**config.mk**
```make
export PLATFORM = sky130hd
export DESIGN_NAME = cpu_mc_param
export DESIGN_NICKNAME = d
export VERILOG_FILES = /design/src/rtl/cpu_mc_param.sv
export SDC_FILE = /design/constraint.sdc
export NUM_CORES = 1
export LEC_CHECK = 0
export CAP_MARGIN = 20
export CORE_ASPECT_RATIO = 0.7
export CORE_UTILIZATION = 35
export CTS_CLUSTER_DIAMETER = 50
export DETAILED_ROUTE_END_ITERATION = 7
export GPL_TIMING_DRIVEN = 1
export PLACE_DENSITY_LB_ADDON = 0.05
export SLEW_MARGIN = 20
export SYNTH_ARGS = -nofsm -noshare
export SYNTH_HDL_FRONTEND = slang
export SYNTH_SLANG_ARGS = --single-unit
```
**constraint.sdc**
```tcl
create_clock -name clk -period 3.55 [get_ports clk]
set_input_delay 0.71 -clock clk [delete_from_list [all_inputs] [get_ports clk]]
set_output_delay 0.71 -clock clk [all_outputs]
set_load 0.01 [all_outputs]
```
**src/rtl/cpu_mc_param.sv**
```systemverilog
// Parameterised multi-cycle CPU with a shared instruction/data memory port.
// FETCH/DECODE/EXEC/MEM/WB sequencing; STOP is left only through reset.
module cpu_mc_param #(
  parameter int unsigned DATA_W   = 36,
  parameter int unsigned ADDR_W   = 12,
  parameter int unsigned NREGS    = 8,
  parameter int unsigned RESET_PC = 0
) (
  input  logic              clk,
  input  logic              reset,
  input  logic [DATA_W-1:0] read_data,
  input  logic              mem_ready,
  output logic              mem_req,
  output logic              mem_write,
  output logic [ADDR_W-1:0] addr,
  output logic [DATA_W-1:0] write_data,
  output logic              halted,
  output logic              illegal
);

  localparam int unsigned RA = $clog2(NREGS);

  if (DATA_W < 6 + 3 * RA + ADDR_W) begin : g_bad_width
    $error("DATA_W too narrow for op/rd/rs/rt/imm fields");
  end
  if ((1 << RA) != NREGS) begin : g_bad_nregs
    $error("NREGS must be a power of two");
  end

  localparam logic [5:0] OP_ADD  = 6'h00;
  localparam logic [5:0] OP_SUB  = 6'h01;
  localparam logic [5:0] OP_AND  = 6'h02;
  localparam logic [5:0] OP_OR   = 6'h03;
  localparam logic [5:0] OP_SLT  = 6'h04;
  localparam logic [5:0] OP_LW   = 6'h10;
  localparam logic [5:0] OP_SW   = 6'h11;
  localparam logic [5:0] OP_BEQ  = 6'h12;
  localparam logic [5:0] OP_JMP  = 6'h13;
  localparam logic [5:0] OP_HALT = 6'h3F;

  typedef enum logic [2:0] {
    FETCH, DECODE, EXEC, MEM, WB, STOP
  } state_t;

  state_t state, state_nx;

  logic [ADDR_W-1:0] pc;
  logic [DATA_W-1:0] ir, a, b;
  logic [DATA_W-1:0] alu_out, mdr;
  logic [DATA_W-1:0] alu_res, imm;
  logic [DATA_W-1:0] rf [NREGS];

  logic [5:0]    op;
  logic [RA-1:0] rd, rs, rt;

  logic is_rtype, is_lw, is_sw;
  logic is_beq, is_jmp, is_halt;
  logic unused_ok;

  assign op  = ir[DATA_W-1 -: 6];
  assign rd  = ir[DATA_W-7 -: RA];
  assign rs  = ir[DATA_W-7-RA -: RA];
  assign rt  = ir[DATA_W-7-2*RA -: RA];
  assign imm = DATA_W'(ir[ADDR_W-1:0]);

  assign unused_ok = ^ir;

  assign is_rtype = (op <= OP_SLT);
  assign is_lw    = (op == OP_LW);
  assign is_sw    = (op == OP_SW);
  assign is_beq   = (op == OP_BEQ);
  assign is_jmp   = (op == OP_JMP);
  assign is_halt  = (op == OP_HALT);

  always_comb begin
    alu_res = '0;
    case (op)
      OP_ADD:  alu_res = a + b;
      OP_SUB:  alu_res = a - b;
      OP_AND:  alu_res = a & b;
      OP_OR:   alu_res = a | b;
      OP_SLT:  alu_res = (a < b) ? DATA_W'(1) : '0;
      default: alu_res = '0;
    endcase
  end

  always_ff @(posedge clk or negedge reset) begin
    if (!reset) state <= FETCH;
    else        state <= state_nx;
  end

  always_comb begin
    state_nx = state;
    unique case (state)
      FETCH:  if (mem_ready) state_nx = DECODE;
      DECODE: state_nx = EXEC;
      EXEC: begin
        unique case (1'b1)
          is_rtype:     state_nx = WB;
          is_lw, is_sw: state_nx = MEM;
          is_beq:       state_nx = FETCH;
          is_jmp:       state_nx = FETCH;
          default:      state_nx = STOP;
        endcase
      end
      MEM: begin
        if (mem_ready) state_nx = is_lw ? WB : FETCH;
      end
      WB:      state_nx = FETCH;
      STOP:    state_nx = STOP;
      default: state_nx = FETCH;
    endcase
  end

  // Request is gated by reset so it drops without waiting for a clock.
  always_comb begin
    mem_req    = 1'b0;
    mem_write  = 1'b0;
    addr       = pc;
    write_data = b;
    unique case (state)
      FETCH: mem_req = reset;
      MEM: begin
        mem_req   = reset;
        mem_write = reset & is_sw;
        addr      = alu_out[ADDR_W-1:0];
      end
      default: ;
    endcase
  end

  always_ff @(posedge clk or negedge reset) begin
    if (!reset) begin
      pc      <= ADDR_W'(RESET_PC);
      ir      <= '0;
      a       <= '0;
      b       <= '0;
      alu_out <= '0;
      mdr     <= '0;
      halted  <= 1'b0;
      illegal <= 1'b0;
      for (int i = 0; i < int'(NREGS); i++)
        rf[i] <= '0;
    end else begin
      unique case (state)
        FETCH: begin
          if (mem_ready) begin
            ir <= read_data;
            pc <= pc + 1'b1;
          end
        end
        DECODE: begin
          a <= rf[rs];
          b <= rf[rt];
        end
        EXEC: begin
          unique case (1'b1)
            is_rtype:     alu_out <= alu_res;
            is_lw, is_sw: alu_out <= a + imm;
            is_beq: begin
              if (a == b) pc <= ir[ADDR_W-1:0];
            end
            is_jmp:  pc <= ir[ADDR_W-1:0];
            is_halt: halted <= 1'b1;
            default: illegal <= 1'b1;
          endcase
        end
        MEM: begin
          if (mem_ready && is_lw) mdr <= read_data;
        end
        WB: begin
          if (rd != '0) rf[rd] <= is_lw ? mdr : alu_out;
        end
        default: ;
      endcase
    end
  end

endmodule
```
* Yosys cells after proc, flatten, opt, wreduce, memory -nomap -nowiden *
Index checks and enable logic that the tools add are counted.

word-level totals
  bits in registers = 485
  input port bits = 39
  output and inout port bits = 52
  word-level logic and storage cells = 97

operators by class
  add/sub/neg operators = 4
  $lt $le $gt $ge = 6
  equality and inequality tests = 19
  mux-type cells = 25
  bitwise operators = 7
  reductions and logical operators = 19

operator list
  cell                                                                    number
  288-bit bitwise mux                                                     1
  36-bit binary-select mux with 3-bit select                              2
  36-bit 2-to-1 mux                                                       6
  36-bit case mux with 5 select lines                                     1
  36-bit demux with 3-bit select                                          1
  36-bit case mux with 2 select lines                                     1
  12-bit case mux with 2 select lines                                     2
  36-bit by 12-bit adder with 36-bit output                               1
  36-bit adder                                                            1
  36-bit bitwise AND                                                      1
  36-bit equality test                                                    1
  36-bit < comparator                                                     1
  12-bit 2-to-1 mux                                                       3
  36-bit bitwise OR                                                       1
  36-bit subtractor                                                       1
  6-bit by 5-bit equality test with 1-bit output (second input constant)  4
  3-bit case mux with 5 select lines                                      1
  2-bit AND reduction                                                     7
  12-bit by 1-bit adder with 12-bit output (second input constant)        1
  6-bit by 2-bit equality test with 1-bit output (second input constant)  2
  4-bit >= comparator (second input constant)                             3
  3-bit inverter with 4-bit output                                        3
  3-bit 2-to-1 mux                                                        3
  3-bit case mux with 3 select lines                                      1
  other kinds (21)                                                        31

* Depth between registers and ports, before layout *
Gate-level depths: netlist (run 1).

  word-level depth = 6
  mapped depth = 14
  gate-level depth less buffers = 14

* Least setup slack after synthesis (run 1) *
OpenSTA, ideal clock, no wires.

  path kind = register to register
  start point = register a[0]
  end point = register alu_out[30]
  setup time = 0.127 ns
  data arrival time = 2.900 ns
  required time = 3.423 ns
  path slack = 0.523 ns
  stages on the path, launching flop included = 15
  path buffers = 0
  period minus slack after synthesis = 3.027 ns
  path through = dfrtp_1 inv_1 ha_1 inv_1 fa_1 nand2b_1 a221oi_1 or4b_4 a21oi_2 o31ai_1 a211o_1 a31oi_4 mux2i_1 a221oi_1 nor2_1

between the ends
  longest elaborated chain between the ends = 3
  elaborated cells between the ends (all ways) = 5
  classes of those cells = add/sub (3); mux (2)

ends and longest elaborated chain
  item                                                      line    source
  from (decl)                                               48      logic [DATA_W-1:0] ir, a, b;
  from (signal assigned)                                    153     a <= rf[rs];
  36-bit subtractor / 36-bit adder (equally long branches)  79, 78
  36-bit case mux with 5 select lines                       77      case (op)
  36-bit case mux with 2 select lines (*)                   157     unique case (1'b1)
  to (signal assigned)                                      158     is_rtype: alu_out <= alu_res;
  to (signal assigned)                                      159     is_lw, is_sw: alu_out <= a + imm;
  to (decl)                                                 49      logic [DATA_W-1:0] alu_out, mdr;

Mark *: on every way between the ends. The rest lies on a longest branch, timed or not.
A chain may end at the register's enable or synchronous reset.

* Final worst setup path (run 1) *
  start point = register state[1]
  end point = output addr[0]

between the ends
  longest elaborated chain between the ends = 2

ends and longest elaborated chain
  item                                            line  source
  from (decl)                                     45    state_t state, state_nx;
  from (signal assigned)                          89    else state <= state_nx;
  3-bit by 2-bit equality test with 1-bit output  121   unique case (state)
  12-bit 2-to-1 mux                               121
  to (decl)                                       15    output logic [ADDR_W-1:0] addr,

No other way between the ends.

==> results of run 1 <==
## timing repair
item	CTS	global route
endpoints found under the setup margin	2	18
resized for setup	1	36
buffers inserted	0	2
pin swaps	1	7
## power by group through the flow
stage / logic (W) / clock network [W] / registers, W
global route: 0.000654 / 0.00662 / 0.00556
detailed placement: 0.000616 / 0 / 0.00566
finish: 0.000604 / 0.00623 / 0.00555
CTS: 0.000618 / 0.00640 / 0.00556
floorplan: 0.000302 / 0 / 0.00559
global placement: 0.000613 / 0 / 0.00565
## area by class of cell
class                   instances  area (um^2)  area share, %
clock buffers                  75         1587          4.742
clock inverters                33        389.1          1.163
inverters                     117        439.2          1.313
multi-input cells            2009        15260          45.60
flip-flops and latches        476        11930          35.66
well taps                    1056         1321          3.949
repair buffers                282         2535          7.576
## flip-flops by register name, indices dropped and copies added, names as in the netlist
name and flops:
a 36, alu_out 36, halted 1, illegal 1, ir 27, mdr 36, pc 12, rf 288
state 3, write_data 36
## worst max-delay path, delay by kind of cell (launching register included)
| kind | cells | cell delay, ns |
|---|---|---|
| flip-flops | 1 | 0.51 |
| AND/OR/NAND/NOR | 2 | 0.46 |
| multiplexers | 1 | 0.29 |
| buffers and inverters | 2 | 0.80 |
## cell families (layout without fill, tap and decap cells)
kind of cell               Yosys count  after routing  share of synthesized area (%)
xor gates and xnor gates            44             44                          1.365
adders and majority gates          133            133                          5.975
DFF                                476            476                          42.20
buffers and inverters              338            507                          4.543
and+or+nand+nor                    719            719                          10.94
AOI/OAI and AO/OA                  782            782                          16.49
muxes                              331            331                          18.49
## final timing paths
path / end / cells after the start
worst max-delay path: addr[0] / 5
worst min-delay path: ir[4]$_DFFE_PN0P_ / 2
worst max register to register: alu_out[30]$_DFFE_PN0P_ / 15
worst min register to register: rf[256]$_DFFE_PN0P_ / 0
max in group asynchronous: a[31]$_DFFE_PN0N_ / 3
min in group clk: rf[256]$_DFFE_PN0P_ / 0
## through the flow
step	hold slack, ns	area [um^2]	worst slack (ns)	util [%]	std cells
after floorplan	0.4144	28230	0.5234	-	2823
after global placement	0.3763	31300	0.01701	39.47	3938
after detailed placement	0.3833	31300	0.02766	39.47	3938
after CTS	0.2193	33280	0.004599	41.97	4046
after global routing	0.2389	33460	0.01192	42.19	4048
final	0.1398	33460	0.1249	42.19	4048
## routing by layer
| layer | routed length, um | GRT usage (%) | up-vias |
|---|---|---|---|
| met3 | 4682 | 3.000 | 101 |
| met5 | 0 | 0 | - |
| met4 | 1351 | 4.253 | 0 |
| met1 | 50190 | 37.81 | 11390 |
| met2 | 42320 | 36.21 | 577 |
| li1 | - | - | 10420 |
## layout by cell type, fill, tap and decap left out, drive strengths merged, types with 6 or more instances in the layout
| cell type | synthesis | routed |
|---|---|---|
| o21bai | 19 | 19 |
| bufinv | 0 | 6 |
| nor4 | 19 | 19 |
| and3 | 9 | 9 |
| nor2b | 19 | 19 |
| a21oi | 282 | 282 |
| xor2 | 6 | 6 |
| mux2 | 74 | 74 |
| a21o | 21 | 21 |
| o22a | 9 | 9 |
| a211oi | 12 | 12 |
| dfrtp | 476 | 476 |
| and2 | 9 | 9 |
| nand2 | 285 | 285 |
| clkdlybuf4s50 | 0 | 89 |
| clkinv | 0 | 10 |
| o211ai | 13 | 13 |
| a221o | 18 | 18 |
| a221oi | 13 | 13 |
| buf | 49 | 193 |
| clkbuf | 172 | 75 |
| o21ai | 273 | 273 |
| nor3 | 35 | 35 |
| mux4 | 145 | 145 |
| nor2 | 266 | 266 |
| nand2b | 15 | 15 |
| inv | 117 | 126 |
| o22ai | 13 | 13 |
| nand4 | 12 | 12 |
| mux2i | 112 | 112 |
| or3 | 6 | 6 |
| xnor2 | 38 | 38 |
| a31oi | 20 | 20 |
| ha | 130 | 130 |
| clkinvlp | 0 | 8 |
| o31ai | 6 | 6 |
| nand3 | 23 | 23 |
| o221ai | 28 | 28 |
==> impl_table.tex, run 1 <==
\begin{tabular}{lr}
\hline
Metric & Value \\
\hline
\multicolumn{2}{l}{\textbf{Run status}} \\
Result of the run & finished, final reports clean \\
\multicolumn{2}{l}{\textbf{Finish}} \\
Layout cell share with drive strength beyond 1 & 19.05\% \\
Number of filler cells placed in the layout & around 7.7k \\
Ant diodes & 0 \\
Area added between synthesis and finish & 18.54\% \\
Total number of nets in the final design & 3116 \\
\multicolumn{2}{l}{\textbf{STA}} \\
Relative slew slack & $\sim$25\% \\
Setup Viol. Count Final & 0 \\
Unrepaired setup endpoints after global routing & no \\
Worst clock skew & approximately 0.034 ns \\
Timing-limited maximum frequency & 0.2920 GHz \\
Worst slew pin tran & around 1.1 ns \\
Hold Fails Final Rpt & 0 \\
Final critical delay including setup and external delays & 3.425 ns \\
Number of slew-limit violations in the final report & 0 \\
Final period util & 96.48\% \\
Sum of negative setup slack & 0 ns \\
\multicolumn{2}{l}{\textbf{Worst setup path}} \\
Kind of capture point of the worst setup path & output pin \\
Slowest cell on crit path & clkdlybuf4s50\_1 \\
Setup slack on the worst flop-to-flop path & between 0.15 and 0.2 ns \\
Worst EP required & 2.84 ns \\
Crit-path cells & nor2b\_1 > nand2\_1 > buf\_4 > mux2\_2 > clkdlybuf4s50\_1 \\
Critical path arrival & 2.72 ns \\
Critical path startpoint category & flop \\
Source of the worst register-to-register timing path & a[0]\$\_DFFE\_PN0N\_ \\
Worst setup path class & reg -> out \\
Launch point of the worst path & state[1]\$\_DFFE\_PN0P\_ \\
Largest fanout on the critical path & 12 \\
Delay of the slowest cell on the worst path & between 0.5 and 0.6 ns \\
\multicolumn{2}{l}{\textbf{Clock network}} \\
Max H-tree Level & 2 \\
Clock-pin slew reported for the worst setup and hold paths after clock tree synthesis & $\sim$0.06 ns \\
CTS Buf Count & 58 \\
CTS sink cnt & 476 \\
CTS Buffer Depth & 3 \\
Clk root buf & clkbuf\_16 \\
Number of buffers added to fix hold violations after cts & 0 \\
CTS tree & done \\
Clock insertion delay at the later pin of the skew report & between 0.6 and 0.7 ns \\
\multicolumn{2}{l}{\textbf{Synthesis}} \\
Cell accounting for the most synthesized area & dfrtp\_1 \\
Mapped cell area & 28230 um\^{}2 \\
Net count of the mapped netlist & around 3.0k \\
Post-synthesis instance total & 2823 \\
Top FF cell, synth & dfrtp\_1 \\
Most area-consuming cells after synthesis & dfrtp\_1 42\%, mux4\_2 12\%, ha\_1 5.8\%, a21oi\_1 5.0\%, o21ai\_0 4.8\% \\
Post-synthesis sequential area ratio & 42.20\% \\
FF+latch count, synth & 476 \\
Count of flip-flops with a built-in enable after synthesis & 0 \\
Top cell type's share of synthesized area & 42.20\% \\
Most frequent cell after synthesis & dfrtp\_1 \\
Asr flop ratio synth & 100.0\% \\
Mean Syn Cell Area & 9.999 um\^{}2 \\
Count of different cell masters after synthesis & 75 \\
Number of warnings printed during yosys synthesis & 0 \\
List of most frequent post-synthesis cells & 476 x dfrtp\_1, 285 x nand2\_1, 280 x a21oi\_1 \\
\multicolumn{2}{l}{\textbf{Place}} \\
Routability congestion estimate from global placement & 0.9384 \\
Half-perimeter wire length after detailed placement & 70650 um \\
Port Buffer Count & 90 \\
\multicolumn{2}{l}{\textbf{Detailed routing}} \\
Remaining DRCs & 0 \\
Mean number of vias per cell & $\sim$5.6 \\
Number of optimization iterations in the first detailed-route pass & 6 \\
Detailed-route via count & $\sim$22k \\
Post-route antenna net violation count & 0 \\
Sum of routed wire length over all layers & 98540 um \\
Iteration-0 DRC count of the detailed router & roughly 1.7k \\
Avg WL per Cell & 24.34 um \\
\multicolumn{2}{l}{\textbf{Global route}} \\
Number of global-route vias before repair & $\sim$23k \\
Initial antenna violation count & 0 \\
Maximum number of pins on one net before global-route repair & 161 \\
Gr ovfl total & 0 \\
GRT Overall Usage & 24.34\% \\
Wire length of the first global-routing pass & 150000 um \\
\multicolumn{2}{l}{\textbf{Floorplanning}} \\
Area of the core region & 79300 um\^{}2 \\
Count of boundary I/O pins & 91 \\
Number of placement rows & 86 \\
Die height & approximately 240 um \\
Initial core utilization & a little over a third \\
Total die area & 81810 um\^{}2 \\
Die width & between 300 and 400 um \\
\multicolumn{2}{l}{\textbf{Power}} \\
P\_sw & 0.003056 W \\
Proportion of power drawn by combinational gates & 4.9\% \\
P\_leak & around 14 nW \\
Clock power share & 50.3\% \\
PD cells & 370.2 nW/um\^{}2 \\
Switching share of power & $\sim$25\% \\
Peak supply drop & 0.3433 mV \\
Internal power consumption & about 0.0093 W \\
Power consumption & 0.01239 W \\
Part of the power in registers & 44.8\% \\
\multicolumn{2}{l}{\textbf{Job}} \\
Max-capacitance violation count & 0 \\
\multicolumn{2}{l}{\textbf{Hold path}} \\
Hold crit path type & in -> async \\
\hline
\end{tabular}
No activity file was read; power rests on OpenSTA's default activity.
==> inputs of run 2 (changes only) <==
--- a/config.mk
+++ b/config.mk
@@ -12,7 +12,7 @@
 export DETAILED_ROUTE_END_ITERATION = 7
 export GPL_TIMING_DRIVEN = 1
 export PLACE_DENSITY_LB_ADDON = 0.05
-export SLEW_MARGIN = 20
+export SLEW_MARGIN = 15
 export SYNTH_ARGS = -nofsm -noshare
 export SYNTH_HDL_FRONTEND = slang
 export SYNTH_SLANG_ARGS = --single-unit
==> constraint.sdc (replaced) <==
create_clock -name clk -period 3.2 [get_ports clk]
set_input_delay 0.64 -clock clk [delete_from_list [all_inputs] [get_ports clk]]
set_output_delay 0.64 -clock clk [all_outputs]
set_load 0.01 [all_outputs]
==> run 2 against run 1 <==
Net effect:
- the run now ends with negative setup slack left
- worst setup slack got worse by 0.14 ns
- register-to-register slack got worse by 0.19 ns
- clock skew rose by 0.0025 ns
- clock power rose by 10%
- cell count rose by 2.7%
- non-clock buffer count rose by 109
- total power rose by 11%
- sequential share of layout area fell by 1.5 points
- first-iteration DRC count rose by 3.4%
- sequential power rose by 11%
- die area did not move
- critical path type is now reg -> reg
- largest power group unchanged
- highest routed layer is now met5
==> impl_table.tex, run 2 (synthesis gave the netlist of run 1 again) <==
\begin{tabular}{lr}
\hline
Metric & Value \\
\hline
\multicolumn{2}{l}{\textbf{Detailed routing}} \\
Post-route antenna net violation count & 0 \\
Number of optimization iterations in the first detailed-route pass & 5 \\
Sum of routed wire length over all layers & 99840 um \\
Detailed-route via count & 22.93k \\
Iteration-0 DRC count of the detailed router & around 1.7k \\
Remaining DRCs & 0 \\
Mean number of vias per cell & 5.517 \\
Avg WL per Cell & about 24 um \\
\multicolumn{2}{l}{\textbf{STA}} \\
Final critical delay including setup and external delays & 3.214 ns \\
Timing-limited maximum frequency & 0.3111 GHz \\
Number of slew-limit violations in the final report & 0 \\
Hold Fails Final Rpt & 0 \\
Setup Viol. Count Final & 3 \\
Final period util & 100.4\% \\
Final worst slack & -0.01397 ns \\
Worst slew pin tran & roughly 1 ns \\
Worst clock skew & 0.03619 ns \\
Relative slew slack & 34.14\% \\
Unrepaired setup endpoints after global routing & yes \\
\multicolumn{2}{l}{\textbf{Finish}} \\
Area added between synthesis and finish & 23.73\% \\
Register with the highest flop count & rf \\
Flip-flop count of the largest register after layout & 288 \\
Cell area after layout & around 35000 um\^{}2 \\
Number of filler cells placed in the layout & 7543 \\
Sequential cell area & 11930 um\^{}2 \\
Final standard cell count with taps included and fillers excluded & between 4k and 5k \\
Leading cell type in the layout, fill and taps excluded & dfrtp\_1 \\
Layout cell share with drive strength beyond 1 & 24.77\% \\
Ant diodes & 0 \\
Commonest cells after routing, fill and taps aside & 467 x dfrtp\_1, 274 x nand2\_1, 272 x buf\_4, 269 x a21oi\_1, 263 x nor2\_1 \\
Total number of nets in the final design & about 3.2k \\
Footprint of the multi-input gates & 15770 um\^{}2 \\
\multicolumn{2}{l}{\textbf{Power}} \\
Switching share of power & 25.36\% \\
PD cells & 392.8 nW/um\^{}2 \\
Proportion of power drawn by combinational gates & 5.1\% \\
P\_sw & between 0.003 and 0.004 W \\
Clock power share & 50.2\% \\
Power consumption & 0.01372 W \\
Peak supply drop & 0.4212 mV \\
Part of the power in registers & 44.8\% \\
P\_leak & 15.07 nW \\
Internal power consumption & $\sim$0.010 W \\
\multicolumn{2}{l}{\textbf{Floorplanning}} \\
Number of placement rows & 86 \\
Total die area & 81810 um\^{}2 \\
Die width & 341.4 um \\
Area of the core region & roughly 80000 um\^{}2 \\
Initial core utilization & 35.59\% \\
Count of boundary I/O pins & 91 \\
Die height & 239.6 um \\
\multicolumn{2}{l}{\textbf{Run status}} \\
Result of the run & finished, violations left \\
Failing checks & negative setup slack \\
\multicolumn{2}{l}{\textbf{Clock network}} \\
CTS Buf Count & 58 \\
Max H-tree Level & 2 \\
Clock insertion delay at the later pin of the skew report & 0.67 ns \\
CTS Buffer Depth & 3 \\
Clk root buf & clkbuf\_16 \\
CTS tree & done \\
CTS sink cnt & 476 \\
Clock-pin slew reported for the worst setup and hold paths after clock tree synthesis & 0.06 ns \\
\multicolumn{2}{l}{\textbf{Global route}} \\
Wire length of the first global-routing pass & 150700 um \\
Initial antenna violation count & 1 \\
Maximum number of pins on one net before global-route repair & 161 \\
Gr ovfl total & 0 \\
Number of global-route vias before repair & 22.83k \\
GRT Overall Usage & 24.59\% \\
\multicolumn{2}{l}{\textbf{Place}} \\
Cell count after placement & 4030 \\
Port Buffer Count & 90 \\
Half-perimeter wire length after detailed placement & 70930 um \\
Post-detailed-placement cell area & 32100 um\^{}2 \\
Routability congestion estimate from global placement & 0.9497 \\
\multicolumn{2}{l}{\textbf{Hold path}} \\
Hold crit path type & reg -> reg \\
\multicolumn{2}{l}{\textbf{Worst setup path}} \\
Largest fanout on the critical path & 4 \\
Kind of capture point of the worst setup path & flop \\
Worst EP required & 3.73 ns \\
Worst setup path class & reg -> reg \\
Critical path startpoint category & flop \\
Critical path arrival & 3.75 ns \\
\multicolumn{2}{l}{\textbf{Job}} \\
Max-capacitance violation count & 0 \\
\hline
\end{tabular}
-- run 2: cell count changes in the layout (fill, tap and decap cells not counted), moves of 7 or more --
| cell | previous run | this run |
|---|---|---|
| a221oi_2 | 0 | 7 |
| buf_4 | 177 | 272 |
| nor4_2 | 2 | 9 |
| ha_1 | 128 | 108 |
| o21ai_0 | 271 | 258 |
| inv_1 | 116 | 104 |
| a21oi_1 | 276 | 269 |
| buf_12 | 15 | 25 |
| nor4_1 | 16 | 8 |
| inv_2 | 1 | 13 |
| a221oi_1 | 13 | 6 |
| o21ai_1 | 2 | 11 |
| ha_4 | 0 | 17 |
-- run 2: worst paths after layout --
check | from | end | slack [ns] | cells past startpoint
max reg2reg | a[0]$_DFFE_PN0N_ | alu_out[16]$_DFFE_PN0P_ | -0.01 | 14
min in group asynchronous | reset | halted$_DFFE_PN0P_ | 0.46 | 2
max in group asynchronous | reset | ir[25]$_DFFE_PN0P_ | 1.39 | 3
min reg2reg | rf[263]$_DFFE_PN0P_ | rf[263]$_DFFE_PN0P_ | 0.39 | 0
min | rf[263]$_DFFE_PN0P_ | rf[263]$_DFFE_PN0P_ | 0.39 | 0
max | a[0]$_DFFE_PN0N_ | alu_out[16]$_DFFE_PN0P_ | -0.01 | 14
-- run 2: area by class of cell --
type                    instances  area share (%)
clock buffers                  73           4.546
clock inverters                35           1.114
well taps                    1056           3.783
inverters                     117           1.257
flip-flops and latches        476           34.17
multi-input cells            2009           45.14
repair buffers                391           9.988
-- run 2: layer usage --
layer / global-route usage [%] / part of all wire, % / vias up
met5: 0 / 0.013 / -
met4: 4.906 / 1.6 / 2
met3: 3.690 / 5.4 / 114
met2: 36.06 / 43 / 620
met1: 38.02 / 50 / 11540
li1: - / - / 10660
-- run 2: through the flow --
stage | hold slack (ns) | setup WS, ns | utilization, % | setup TNS, ns
after floorplan | 0.3444 | 0.1734 | - | 0
after global placement | 0.3763 | -0.2016 | 40.48 | -2.410
after detailed placement | 0.3833 | -0.2367 | 40.48 | -2.858
after CTS | 0.3964 | -0.1158 | 43.48 | -0.3642
after global routing | 0.4061 | -0.1696 | 44.04 | -1.105
final | 0.3941 | -0.01397 | 44.04 | -0.02981
-- run 2: power by group through the flow --
stage,sequential [W],combinational [W],clock [W]
2_1_floorplan,0.00620,0.000335,0
3_3_place_gp,0.00625,0.000700,0
3_5_place_dp,0.00625,0.000703,0
4_1_cts,0.00614,0.000708,0.00710
5_1_grt,0.00614,0.000750,0.00733
6_report,0.00614,0.000693,0.00688
-- run 2: what timing repair did --
| item | CTS | global route |
|---|---|---|
| endpoints found under the hold margin | 23 | 0 |
| pin swaps | 26 | 35 |
| hold buffers | 1 | 0 |
| gates resized for setup | 71 | 87 |
| setup endpoints to repair | 35 | 42 |
| buffers inserted | 10 | 8 |
-- run 2: worst max-delay path, stage by stage (launching register included) --
cell and delay [ns]:
dfrtp_1 0.41, inv_2 0.10, ha_4 0.14, inv_2 0.04, fa_2 0.37, nand2b_4 0.09
a221oi_2 0.06, or4b_4 0.54, a21oi_1 0.20, or2_2 0.18, o31ai_1 0.08, a21oi_1 0.19
xnor2_1 0.17, o221ai_1 0.16, o32a_1 0.34
==> inputs of run 3 (changes only) <==
==> constraint.sdc (replaced) <==
create_clock -name clk -period 3 [get_ports clk]
set_input_delay 0.6 -clock clk [delete_from_list [all_inputs] [get_ports clk]]
set_output_delay 0.6 -clock clk [all_outputs]
set_load 0.01 [all_outputs]
==> run 3 against run 2 <==
Net effect:
- the flow still finishes with violations (negative setup slack)
- sequential share of layout area is 1.5 points lower
- wire length grew 1.3%
- critical path depth rose by 2
- worst hold slack got worse by 0.010 ns
- register-to-register slack worse by 0.18 ns
- clock power rose by 7.6%
- non-clock buffer count increased by 108
- maximum frequency rose by 0.48%
- cell count grew 2.6%
- cell area is 4.6% higher
- worst setup slack worse by 0.18 ns
- clock-buffer cell count grew 6
- largest cell class unchanged
- largest power group unchanged
==> impl_table.tex, run 3 (synthesis gave the netlist of run 1 again) <==
\begin{tabular}{lr}
\hline
Metric & Value \\
\hline
\multicolumn{2}{l}{\textbf{STA}} \\
Final worst slack & -0.1986 ns \\
Number of slew-limit violations in the final report & 0 \\
Hold Fails Final Rpt & 0 \\
Unrepaired setup endpoints after global routing & yes \\
Worst clock skew & $\sim$0.027 ns \\
Final critical delay including setup and external delays & 3.199 ns \\
Worst hold margin & 0.3840 ns \\
Timing-limited maximum frequency & 0.3126 GHz \\
Final period util & 106.6\% \\
Relative slew slack & 28.22\% \\
Worst slew pin tran & 1.077 ns \\
Setup Viol. Count Final & 14 \\
\multicolumn{2}{l}{\textbf{Detailed routing}} \\
Detailed-route via count & 23.38k \\
Number of optimization iterations in the first detailed-route pass & 5 \\
Remaining DRCs & 0 \\
Iteration-0 DRC count of the detailed router & 1868 \\
Avg WL per Cell & 23.70 um \\
Post-route antenna net violation count & 0 \\
Sum of routed wire length over all layers & 101100 um \\
Mean number of vias per cell & 5.482 \\
\multicolumn{2}{l}{\textbf{Finish}} \\
Register with the highest flop count & rf \\
Core utilization of the finished layout & 46.06\% \\
Flip-flop count of the largest register after layout & $\sim$290 \\
Leading cell type in the layout, fill and taps excluded & dfrtp\_1 \\
Total number of nets in the final design & 3334 \\
Area added between synthesis and finish & 29.40\% \\
Final standard cell count with taps included and fillers excluded & 4265 \\
Commonest cells after routing, fill and taps aside & 468 x dfrtp\_1, 347 x buf\_4, 272 x nand2\_1, 256 x nor2\_1, 249 x a21oi\_1 \\
Layout cell share with drive strength beyond 1 & between 20\% and 30\% \\
Cell area after layout & between 30000 and 40000 um\^{}2 \\
Ant diodes & 0 \\
\multicolumn{2}{l}{\textbf{Floorplanning}} \\
Total die area & between 80000 and 90000 um\^{}2 \\
Number of placement rows & 86 \\
Initial core utilization & a little over a third \\
Area of the core region & 79300 um\^{}2 \\
Die height & 239.6 um \\
Die width & 341.4 um \\
Count of boundary I/O pins & 91 \\
\multicolumn{2}{l}{\textbf{Global route}} \\
Maximum number of pins on one net before global-route repair & 151 \\
Gr ovfl total & 0 \\
Wire length of the first global-routing pass & 153700 um \\
GRT Overall Usage & 24.90\% \\
Initial antenna violation count & 2 \\
Number of global-route vias before repair & 23.81k \\
\multicolumn{2}{l}{\textbf{Worst setup path}} \\
Delay of the slowest cell on the worst path & between 0.5 and 0.6 ns \\
Setup slack on the worst flop-to-flop path & -0.20 ns \\
Slowest cell on crit path & or4b\_4 \\
Launch point of the worst path & a[0]\$\_DFFE\_PN0N\_ \\
Worst setup path class & reg -> reg \\
Worst EP required & 3.51 ns \\
Critical path startpoint category & flop \\
Source of the worst register-to-register timing path & a[0]\$\_DFFE\_PN0N\_ \\
Critical path arrival & around 3.7 ns \\
Crit-path cells & buf\_6 > buf\_6 > ha\_4 > fa\_2 > a211oi\_4 > o211a\_1 > or4b\_4 > buf\_6 > a21oi\_4 > o31ai\_2 > buf\_4 > nor2\_4 > nand3\_1 > mux2i\_1 > a221oi\_1 > nor2\_1 \\
Worst r2r path cells & 16 \\
Critical path capture point & alu\_out[30]\$\_DFFE\_PN0P\_ \\
Largest fanout on the critical path & 3 \\
End of the worst register-to-register path & alu\_out[30]\$\_DFFE\_PN0P\_ \\
Kind of capture point of the worst setup path & flop \\
Dominant cell type by count on the critical path & buf\_6 \\
\multicolumn{2}{l}{\textbf{Place}} \\
Routability congestion estimate from global placement & 0.9358 \\
Port Buffer Count & 90 \\
Half-perimeter wire length after detailed placement & 70800 um \\
Post-detailed-placement cell area & 32700 um\^{}2 \\
Cell count after placement & 4113 \\
\multicolumn{2}{l}{\textbf{Power}} \\
Clock power share & 50.2\% \\
P\_sw & 0.003566 W \\
PD cells & 403.2 nW/um\^{}2 \\
Part of the power in registers & approximately 45\% \\
P\_leak & 15.83 nW \\
Peak supply drop & 0.4178 mV \\
Internal power consumption & $\sim$0.011 W \\
Proportion of power drawn by combinational gates & 5.3\% \\
Switching share of power & approximately a quarter \\
\multicolumn{2}{l}{\textbf{Run status}} \\
Failing checks & negative setup slack \\
Result of the run & finished, violations left \\
\multicolumn{2}{l}{\textbf{Clock network}} \\
CTS Buffer Depth & 3 \\
Max H-tree Level & 2 \\
CTS Buf Count & 58 \\
Clock insertion delay at the later pin of the skew report & about 0.64 ns \\
Clk root buf & clkbuf\_16 \\
CTS tree & done \\
Clock-pin slew reported for the worst setup and hold paths after clock tree synthesis & 0.06 ns \\
CTS sink cnt & 476 \\
\multicolumn{2}{l}{\textbf{Job}} \\
Max-capacitance violation count & 0 \\
\multicolumn{2}{l}{\textbf{Hold path}} \\
Hold crit path type & in -> async \\
\hline
\end{tabular}
==> run 3: layout make-up <==
class | instances | area, um^2
Clock buffer | 79 | 1682
Clock inverter | 28 | 325.3
Fill cell | 7449 | 42780
Inverter | 117 | 439.2
Multi-Input combinational cell | 2010 | 16340
Sequential cell | 476 | 11930
Tap cell | 1056 | 1321
Timing Repair Buffer | 499 | 4483
==> run 3: repair_timing <==
item	in CTS	in global routing
pin swaps	76	76
endpoints found under the hold margin	9	0
hold buffers	1	0
gates cloned	4	1
resized for setup	185	145
buffers inserted	42	19
endpoints found under the setup margin	48	41
==> run 3: metal layers <==
layer	track usage [%]	share of wire (%)
met1	38.74	50
met2	35.70	42
met4	6.006	2.2
met5	0	0
met3	3.770	5.6
==> run 3: worst min path at each step <==
stage / startpoint / slack (ns) / to / depth (start not counted)
after global placement: rf[281]$_DFFE_PN0P_ / 0.38 / rf[281]$_DFFE_PN0P_ / 0
after global routing: reset / 0.37 / halted$_DFFE_PN0P_ / 2
final: reset / 0.38 / halted$_DFFE_PN0P_ / 2
after CTS: reset / 0.35 / illegal$_DFFE_PN0P_ / 2
after floorplan: reset / 0.30 / a[0]$_DFFE_PN0N_ / 0
after detailed placement: rf[260]$_DFFE_PN0P_ / 0.38 / rf[260]$_DFFE_PN0P_ / 0
==> run 3: power by group through the flow <==
stage               registers (W)  clock network [W]  logic (W)
finish                    0.00655            0.00740   0.000781
detailed placement        0.00666                  0   0.000785
global placement          0.00666                  0   0.000778
CTS                       0.00655            0.00762   0.000793
floorplan                 0.00662                  0   0.000357
global route              0.00655            0.00789   0.000845
==> run 3: per-stage QoR <==
stage | setup WS, ns | TNS [ns] | total power, W
after floorplan | 0.03476 | 0 | 0.006973
after global placement | -0.4525 | -6.873 | 0.007441
after detailed placement | -0.5075 | -7.886 | 0.007449
after CTS | -0.3911 | -3.269 | 0.01496
after global routing | -0.3248 | -3.751 | 0.01528
final | -0.1986 | -1.502 | 0.01473
==> run 3: critical path, delay by kind of cell, from the launching register on <==
kind | cells | cell delay [ns]
flip-flops | 1 | 0.38
AO/OA/AOI/OAI | 5 | 0.83
multiplexers | 1 | 0.13
AND/OR/NAND/NOR | 4 | 0.82
adder cells (fa/ha/maj) | 2 | 0.36
buffers and inverters | 4 | 0.52
